==> src/rtl/digit_scroll_display.sv <==
// Paged 7-segment viewer for a buffered decimal digit string.
// LOAD collects digits over valid/ready; SHOW pages through them on a timer or step pulses.
module digit_scroll_display #(
  parameter int unsigned NUM_HEX     = 6,
  parameter int unsigned IDX_DIGITS  = 2,
  parameter int unsigned DEPTH       = 150,
  parameter int unsigned STEP        = 4,
  parameter int unsigned TICK_CYCLES = 50_000_000
) (
  input  logic                   clk,
  input  logic                   rst,
  input  logic                   clear,
  input  logic                   in_valid,
  input  logic [3:0]             in_digit,
  input  logic                   in_last,
  output logic                   in_ready,
  input  logic                   mode_auto,
  input  logic                   pause,
  input  logic                   step_next,
  input  logic                   step_prev,
  output logic [7*NUM_HEX-1:0]   hex,
  output logic [11:0]            page,
  output logic [11:0]            count,
  output logic                   loaded
);

  localparam int unsigned W   = NUM_HEX - IDX_DIGITS;
  localparam int unsigned CW  = 12;
  localparam int unsigned CW1 = CW + 1;
  localparam int unsigned AW  = 16;
  localparam int unsigned BW  = (DEPTH > 1) ? $clog2(DEPTH) : 1;
  localparam int unsigned TW  = (TICK_CYCLES > 1) ? $clog2(TICK_CYCLES) : 1;

  typedef enum logic {LOAD, SHOW} state_t;

  state_t               state_q, state_d;
  logic [CW-1:0]        count_q, count_d;
  logic [CW-1:0]        page_q, page_d;
  logic [TW-1:0]        timer_q, timer_d;
  logic [7*NUM_HEX-1:0] hex_q, hex_d;
  logic                 loaded_q;
  logic [3:0]           buf_q [DEPTH];
  logic                 we_c;
  logic                 tick_c;
  logic [CW-1:0]        last_page_c;
  logic [CW-1:0]        page_inc_c;
  logic [CW-1:0]        page_dec_c;

  function automatic logic [6:0] seg7(input logic [3:0] d);
    case (d)
      4'd0:    seg7 = 7'h40;
      4'd1:    seg7 = 7'h79;
      4'd2:    seg7 = 7'h24;
      4'd3:    seg7 = 7'h30;
      4'd4:    seg7 = 7'h19;
      4'd5:    seg7 = 7'h12;
      4'd6:    seg7 = 7'h02;
      4'd7:    seg7 = 7'h78;
      4'd8:    seg7 = 7'h00;
      4'd9:    seg7 = 7'h10;
      default: seg7 = 7'h7F;
    endcase
  endfunction

  assign in_ready    = (state_q == LOAD) && (count_q < CW'(DEPTH));
  assign tick_c      = (timer_q == TW'(TICK_CYCLES - 1));
  // Last page index is ceil(count/STEP)-1; only meaningful in SHOW where count >= 1.
  assign last_page_c = CW'((CW1'(count_q) + CW1'(STEP - 1)) / CW1'(STEP)) - CW'(1);
  assign page_inc_c  = (page_q == last_page_c) ? '0 : page_q + CW'(1);
  assign page_dec_c  = (page_q == '0) ? last_page_c : page_q - CW'(1);

  always_comb begin
    state_d = state_q;
    count_d = count_q;
    page_d  = page_q;
    timer_d = timer_q;
    we_c    = 1'b0;
    if (clear) begin
      state_d = LOAD;
      count_d = '0;
      page_d  = '0;
      timer_d = '0;
    end else begin
      case (state_q)
        LOAD: begin
          page_d  = '0;
          timer_d = '0;
          if (in_valid && in_ready) begin
            we_c    = 1'b1;
            count_d = count_q + CW'(1);
            if (in_last || (count_d == CW'(DEPTH))) state_d = SHOW;
          end
        end
        SHOW: begin
          // Step pulses override the timer; opposing pulses cancel but still restart it.
          if (step_next || step_prev) begin
            timer_d = '0;
            if (step_next && !step_prev)      page_d = page_inc_c;
            else if (step_prev && !step_next) page_d = page_dec_c;
          end else if (mode_auto && !pause) begin
            if (tick_c) begin
              timer_d = '0;
              page_d  = page_inc_c;
            end else begin
              timer_d = timer_q + TW'(1);
            end
          end
        end
        default: state_d = LOAD;
      endcase
    end
  end

  always_comb begin : p_render
    logic [AW-1:0] idx;
    logic [CW-1:0] pv;
    logic [3:0]    dig;
    hex_d = '1;
    idx   = '0;
    pv    = page_q;
    dig   = 4'hF;
    if (!clear && (state_q == SHOW)) begin
      for (int unsigned k = 0; k < W; k++) begin
        idx = AW'(page_q) * AW'(STEP) + AW'(k);
        dig = (idx < AW'(count_q)) ? buf_q[idx[BW-1:0]] : 4'hF;
        hex_d[7*(W-1-k) +: 7] = seg7(dig);
      end
      for (int unsigned j = 0; j < IDX_DIGITS; j++) begin
        hex_d[7*(W+j) +: 7] = seg7(4'(pv % CW'(10)));
        pv = pv / CW'(10);
      end
    end
  end

  always_ff @(posedge clk or posedge rst) begin
    if (rst) begin
      state_q  <= LOAD;
      count_q  <= '0;
      page_q   <= '0;
      timer_q  <= '0;
      hex_q    <= '1;
      loaded_q <= 1'b0;
    end else begin
      state_q  <= state_d;
      count_q  <= count_d;
      page_q   <= page_d;
      timer_q  <= timer_d;
      hex_q    <= hex_d;
      loaded_q <= (state_d == SHOW);
    end
  end

  always_ff @(posedge clk) begin
    if (we_c) buf_q[count_q[BW-1:0]] <= in_digit;
  end

  assign hex    = hex_q;
  assign page   = page_q;
  assign count  = count_q;
  assign loaded = loaded_q;

endmodule

==> config.mk <==
export PLATFORM = sky130hd
export DESIGN_NAME = digit_scroll_display
export DESIGN_NICKNAME = d
export VERILOG_FILES = /design/src/rtl/digit_scroll_display.sv
export SDC_FILE = /design/constraint.sdc
export NUM_CORES = 1
export LEC_CHECK = 0
export ABC_AREA = 1
export ABC_CLOCK_PERIOD_IN_PS = 6700
export CELL_PAD_IN_SITES_DETAIL_PLACEMENT = 2
export CELL_PAD_IN_SITES_GLOBAL_PLACEMENT = 2
export CORE_MARGIN = 2
export CORE_UTILIZATION = 42
export DETAILED_ROUTE_END_ITERATION = 12
export PLACE_DENSITY = 0.84
export REMOVE_ABC_BUFFERS = 1
export SYNTH_ARGS = -nofsm -noshare
export SYNTH_HDL_FRONTEND = slang
export SYNTH_SLANG_ARGS = --single-unit
==> constraint.sdc <==
create_clock -name clk -period 6.7 [get_ports clk]
set_clock_uncertainty 0.15 [all_clocks]
set_input_delay 1.675 -clock clk [delete_from_list [all_inputs] [get_ports clk]]
set_output_delay 1.675 -clock clk [all_outputs]
set_load 0.05 [all_outputs]
# Word-level counts from Yosys, hierarchy flattened
# Memories as Yosys holds them, arrays and structs flattened.
# Index checks and enable logic that the tools add are counted.
# classes
n_addsub	9
div_mod_pow	3
magnitude_cmp	5
eq_ne	7
muxes	31
bitwise_logic	1
reduce_logical	16
# ops
op	count
2-to-1 mux 12 bit	11
2-to-1 mux 26 bit	4
case mux 26 bit (2 select lines)	1
< comparator 15 x 12 -> 1 bit	3
2-to-1 mux 42 bit	1
adder 14 x 2 -> 15 bit (second input constant)	2
adder 26 x 1 -> 26 bit (second input constant)	1
equality test 26 bit (second input constant)	1
adder 12 x 1 -> 12 bit (second input constant)	2
modulo 12 x 4 -> 12 bit (second input constant)	2
case mux 12 bit (2 select lines)	1
2-to-1 mux 4 bit	4
adder 14 x 1 -> 15 bit (second input constant)	1
< comparator 14 x 12 -> 1 bit	1
adder 12 x 2 -> 13 bit (second input constant)	1
divider 12 x 4 -> 12 bit (second input constant)	1
equality test 12 bit	1
equality test 12 x 8 -> 1 bit (second input constant)	1
logical NOT 12 bit	1
< comparator 12 x 8 -> 1 bit (second input constant)	1
subtractor 11 x 1 -> 12 bit (second input constant)	1
subtractor 12 x 1 -> 12 bit (second input constant)	1
2-to-1 mux 1 bit	9
inequality test 4 x 2 -> 1 bit (second input constant)	2
other kinds (9)	18
# word_totals
ff_bits	93
ram_bits	600
mem_bits_ro	672
in_bits	13
out_inout_bits	68
elab_cells	84
memories	7
# mem_list
memory	words	word_bits	read_ports	rd_ports_with_merged_regs	wr	line	rtl
buf_q	150	4	4	0	1	42	logic [3:0] buf_q [DEPTH];
(no name shown)	16	7	1	0	0	50	case (d)
(no name shown)	16	7	1	0	0	50	
(no name shown)	16	7	1	0	0	50	
(no name shown)	16	7	1	0	0	50	
(no name shown)	16	7	1	0	0	50	
1 more memories	-	-	-	-	-	-	

# Logic depth before layout (Yosys ltp)
# depth
depth_word	9
depth_mapped	54
depth_no_buf	53

# Worst setup path before layout
# Ideal clock, no wire load.
# synth_timing
path_type	reg-to-reg
from	register page_q[9] (netlist: page[9])
to	register hex_q[38] (netlist: hex[38])
setup_ps	94
t_arrival_ps	5135
t_required_ps	6456
slack_ps	1321
path_stages_with_launch	44
path_buffers	1
cell_sequence	dfrtp_1 buf_4 inv_2 nand2_1 nand2_1 nand2_1 nand2_4 nand2_1 nand3_2 nand2_4 nand2_4 o21ai_2 xor2_1 nand2_1 nand2_1 o21ai_2 inv_2 nor2_2 [8 not listed] nand2_1 nand2_1 inv_2 nor2_1 ha_1 nand4_2 o21bai_4 nand2_1 nand3_1 nand2_4 nand2_4 nand2_1 nand2_1 ha_1 inv_1 nand2_1 nand3_1 nand3_1
# synth_between
elab_chain_cells	4
# synth_lines
element	line	rtl
start, declared	38	logic [CW-1:0] page_q, page_d;
start signal, assigned	146	page_q <= page_d;
divider 12 x 4 -> 12 bit	130	pv = pv / CW'(10);
modulo 12 x 4 -> 12 bit	129	hex_d[7*(W+j) +: 7] = seg7(4'(pv % CW'(10)));
memory read (16 x 7 bit)	-	
2-to-1 mux 42 bit	122	if (!clear && (state_q == SHOW)) begin
named net hex_d[38]	40	logic [7*NUM_HEX-1:0] hex_q, hex_d;
end signal, assigned	141	hex_q <= '1;
end signal, assigned	148	hex_q <= hex_d;
end, declared	40	
# The timed path passes the listed nets, and every way through them passes these cells.
# A chain may end at the register's enable or synchronous reset.

# Final worst setup path
# Same ends and word-level chain as after synthesis.

==> out/metrics.cfg <==
[floorplan]
coreArea_um2=74320
io_pins=81
rows=100
die_h_um=277.6
die_area_um2=77070
initial_core_util_pct=42.31
die_x_um=277.6

[layout]
area_delta_synth_final_pct=13.44
fin_util_pct=47.99
final_layout_size_suffix_gt1_share_pct=9.587
nNetsFinal=3010
diodes=0
final_cells=3973

[logic_synthesis]
synth-edff-count=600
syn_area_per_cell_um2=10.88
yosys_warnings=0
seq_area_frac_synth_pct=64.87
ys_seq_elements=693
yosysUniqueCellTypes=57
syn_inst=2890
yosys_most_used_dff=edfxtp_1
syn-cell-area_um2=31440
synthArstFlopShare_pct=13.42

[grt]
met2_usage_pct=52.77
grt_max_degree=135
grt_pass1_vias=26810
antenna_found_initial=0
grt_pass1_wl_um=175500
met1_usage_pct=36.80
grt_overflow=0
met3_usage_pct=4.464
busiest_layer=met2
grt_use_total_pct=29.99

[routing]
dr.pass1.iters=5
antenna_left=0
wl_um=115800
initialDrtViolationCount=1876
avgViaCountPerCell=6.070
vias=24120
drc_errors=0
avgRoutedWirePerCell_um=29.13

[sta]
holdWs_ps=396.5
setup_viol=0
slew-limit-headroom_pct=21.36
rsz0062_at_grt=false
final-hold-violation-count=0
finalMaxSlewViolations=0
fin_ws_ps=647.0
fmax_mhz=165.2
worst_pin_slew_ps=1176
final.period_utilization_pct=90.34
layout_min_cycle_time_ps=6053

[clocking]
cts_hold_buf=0
clock_path_buffers=3
cts_htree_levels=3
cts_tree=built
cts-root-buf=clkbuf_16
clk_pin_slew_ps=60
numClockSinks=693
tritoncts.num_buffers=78
clk_latency_ps=660
cts_setup_buffers=0

[critical_path]
cp-end-kind=flip-flop
critical-path-max-stage-delay_ps=500
start_kind=flip-flop
path_common_cell=nand2_1
critical_path_required_ps=7100
path_class=flip-flop to flip-flop
arrival_ps=6450
cp_slowest_cell=dfrtp_2
cp_max_fo=9

[job]
max_cap_violations=0

[power]
p_per_area_nw_per_um2=321.8
ir_worst_vdd_v=0.0001900
power.leakage_nw=12.60
design_power_total_mw=11.48

[place]
placedCellCount=3829
gp_congestion=0.8700
port_buffers=80
dp_hpwl_um=72910
dp_slack_ps=414.5

[worst_hold_path]
hold_path.class=flip-flop to flip-flop

[outcome]
status=completed

[report_power, final]
group | total, mW | switching, mW | internal, mW
combinational | 2.44 | 1.75 | 0.688
clock | 4.24 | 1.86 | 2.38
sequential | 4.79 | 0.0358 | 4.76
total | 11.5 | 3.65 | 7.83
[final timing paths]
| kind | startpoint | end | slack [ps] | depth (start not counted) |
|---|---|---|---|---|
| max | page[9] | hex[38] | 650 | 43 |
| min | timer_q[17] | timer_q[17] | 400 | 1 |
| max reg2reg | page[9] | hex[38] | 650 | 43 |
| min reg2reg | timer_q[17] | timer_q[17] | 400 | 1 |
| max in group asynchronous | rst | page[9] | 3840 | 3 |
| min in group asynchronous | rst | timer_q[11] | 1440 | 2 |
[state kept, by name, summed over array words and instances (netlist names)]
name / cells
loaded: 1
count: 12
page: 12
hex: 42
timer_q: 26
buf_q: 600
[stage by stage]
stage / TNS (ps) / cell area, um2
after detailed placement: 0 / 33220
after global placement: 0 / 33220
after CTS: 0 / 35670
after global routing: 0 / 35670
final: 0 / 35670
after floorplan: -371250 / 30870
[critical path: cells and delay by family (launching register included)]
| family | cells | cell delay (ps) |
|---|---|---|
| AOI/OAI and AO/OA | 3 | 480 |
| DFF | 1 | 500 |
| adders and majority gates | 2 | 520 |
| and+or+nand+nor | 30 | 3290 |
| buffers and inverters | 6 | 450 |
| xor gates and xnor gates | 2 | 550 |
[timing repair]
item                                    4_1_cts  5_1_grt
endpoints found under the setup margin        0        7
hold endpoints to repair                      0        0
resized for setup                             0        2
[area by class of cell]
class / instances / area [um2]
fillers: 7492 / 38650
flip-flops and latches: 693 / 20400
multi-input cells: 1877 / 9841
clock buffers: 105 / 2106
well taps: 969 / 1212
repair buffers: 119 / 1109
inverters: 171 / 655.6
clock inverters: 39 / 342.8
[cells in the mapped netlist (5+ instances only)]
| master | n | area share [%] |
|---|---|---|
| o22ai_1 | 79 | 1.6 |
| o21ai_1 | 9 | 0.14 |
| a22o_1 | 26 | 0.72 |
| o21ai_0 | 351 | 5.6 |
| buf_1 | 9 | 0.11 |
| inv_1 | 130 | 1.6 |
| edfxtp_1 | 600 | 57 |
| a31oi_1 | 6 | 0.12 |
| xor2_1 | 50 | 1.4 |
| o21a_1 | 6 | 0.14 |
| dfrtp_1 | 51 | 4.1 |
| nand3_1 | 104 | 1.7 |
| clkbuf_1 | 135 | 1.6 |
| o211ai_1 | 15 | 0.36 |
| nand2_4 | 15 | 0.54 |
| ha_1 | 57 | 2.3 |
| nand3_2 | 8 | 0.25 |
| a32o_1 | 5 | 0.16 |
| xnor2_1 | 7 | 0.19 |
| nand2_2 | 23 | 0.46 |
| dfstp_2 | 42 | 3.5 |
| nor3_1 | 36 | 0.57 |
| clkinv_1 | 8 | 0.096 |
| nand2_1 | 358 | 4.3 |
| o221ai_1 | 72 | 2.0 |
| a21oi_1 | 59 | 0.94 |
| inv_2 | 32 | 0.38 |
| nand4_1 | 12 | 0.24 |
| nor4_1 | 15 | 0.30 |
| nor2_1 | 520 | 6.2 |
[layout by cell type (no fill, tap or decap), drive strengths merged, types with 3 or more instances in the layout]
| master | netlist | layout |
|---|---|---|
| a21oi | 59 | 59 |
| a221oi | 3 | 3 |
| a22o | 26 | 26 |
| a31oi | 6 | 6 |
| a32o | 5 | 5 |
| a32oi | 3 | 3 |
| a41oi | 4 | 4 |
| buf | 14 | 43 |
| bufinv | 0 | 4 |
| clkbuf | 135 | 105 |
| clkdlybuf4s50 | 0 | 76 |
| clkinv | 8 | 37 |
| dfrtp | 51 | 51 |
| dfstp | 42 | 42 |
| edfxtp | 600 | 600 |
| ha | 57 | 57 |
| inv | 163 | 167 |
| nand2 | 396 | 396 |
| nand3 | 112 | 112 |
| nand4 | 13 | 13 |
| nor2 | 522 | 522 |
| nor3 | 36 | 36 |
| nor4 | 15 | 15 |
| o211ai | 15 | 15 |
| o21a | 6 | 6 |
| o21ai | 364 | 364 |
| o221ai | 72 | 72 |
| o22ai | 79 | 79 |
| o31ai | 4 | 4 |
| or2 | 7 | 7 |
| xnor2 | 7 | 7 |
| xor2 | 50 | 50 |
[kinds of logic (layout without fill, tap and decap cells)]
kind of cell / count (synthesis) / in the layout / share of synthesized area, %
AND/OR/NAND/NOR: 1104 / 1104 / 14.80
flip-flops: 693 / 693 / 64.87
AO/OA/AOI/OAI: 659 / 659 / 12.61
buffers and inverters: 320 / 434 / 3.864
adder cells (fa/ha/maj): 57 / 57 / 2.268
XOR/XNOR: 57 / 57 / 1.588
[metal layers]
metal  vias up  routed length [um]  part of all wire (%)
met5         -                   0                     0
met4         0                4794                   4.1
met1     12540               45380                    39
met2       894               58920                    51
li1      10410                   -                     -
met3       274                6646                   5.7
No activity file was read; power rests on OpenSTA's default activity.
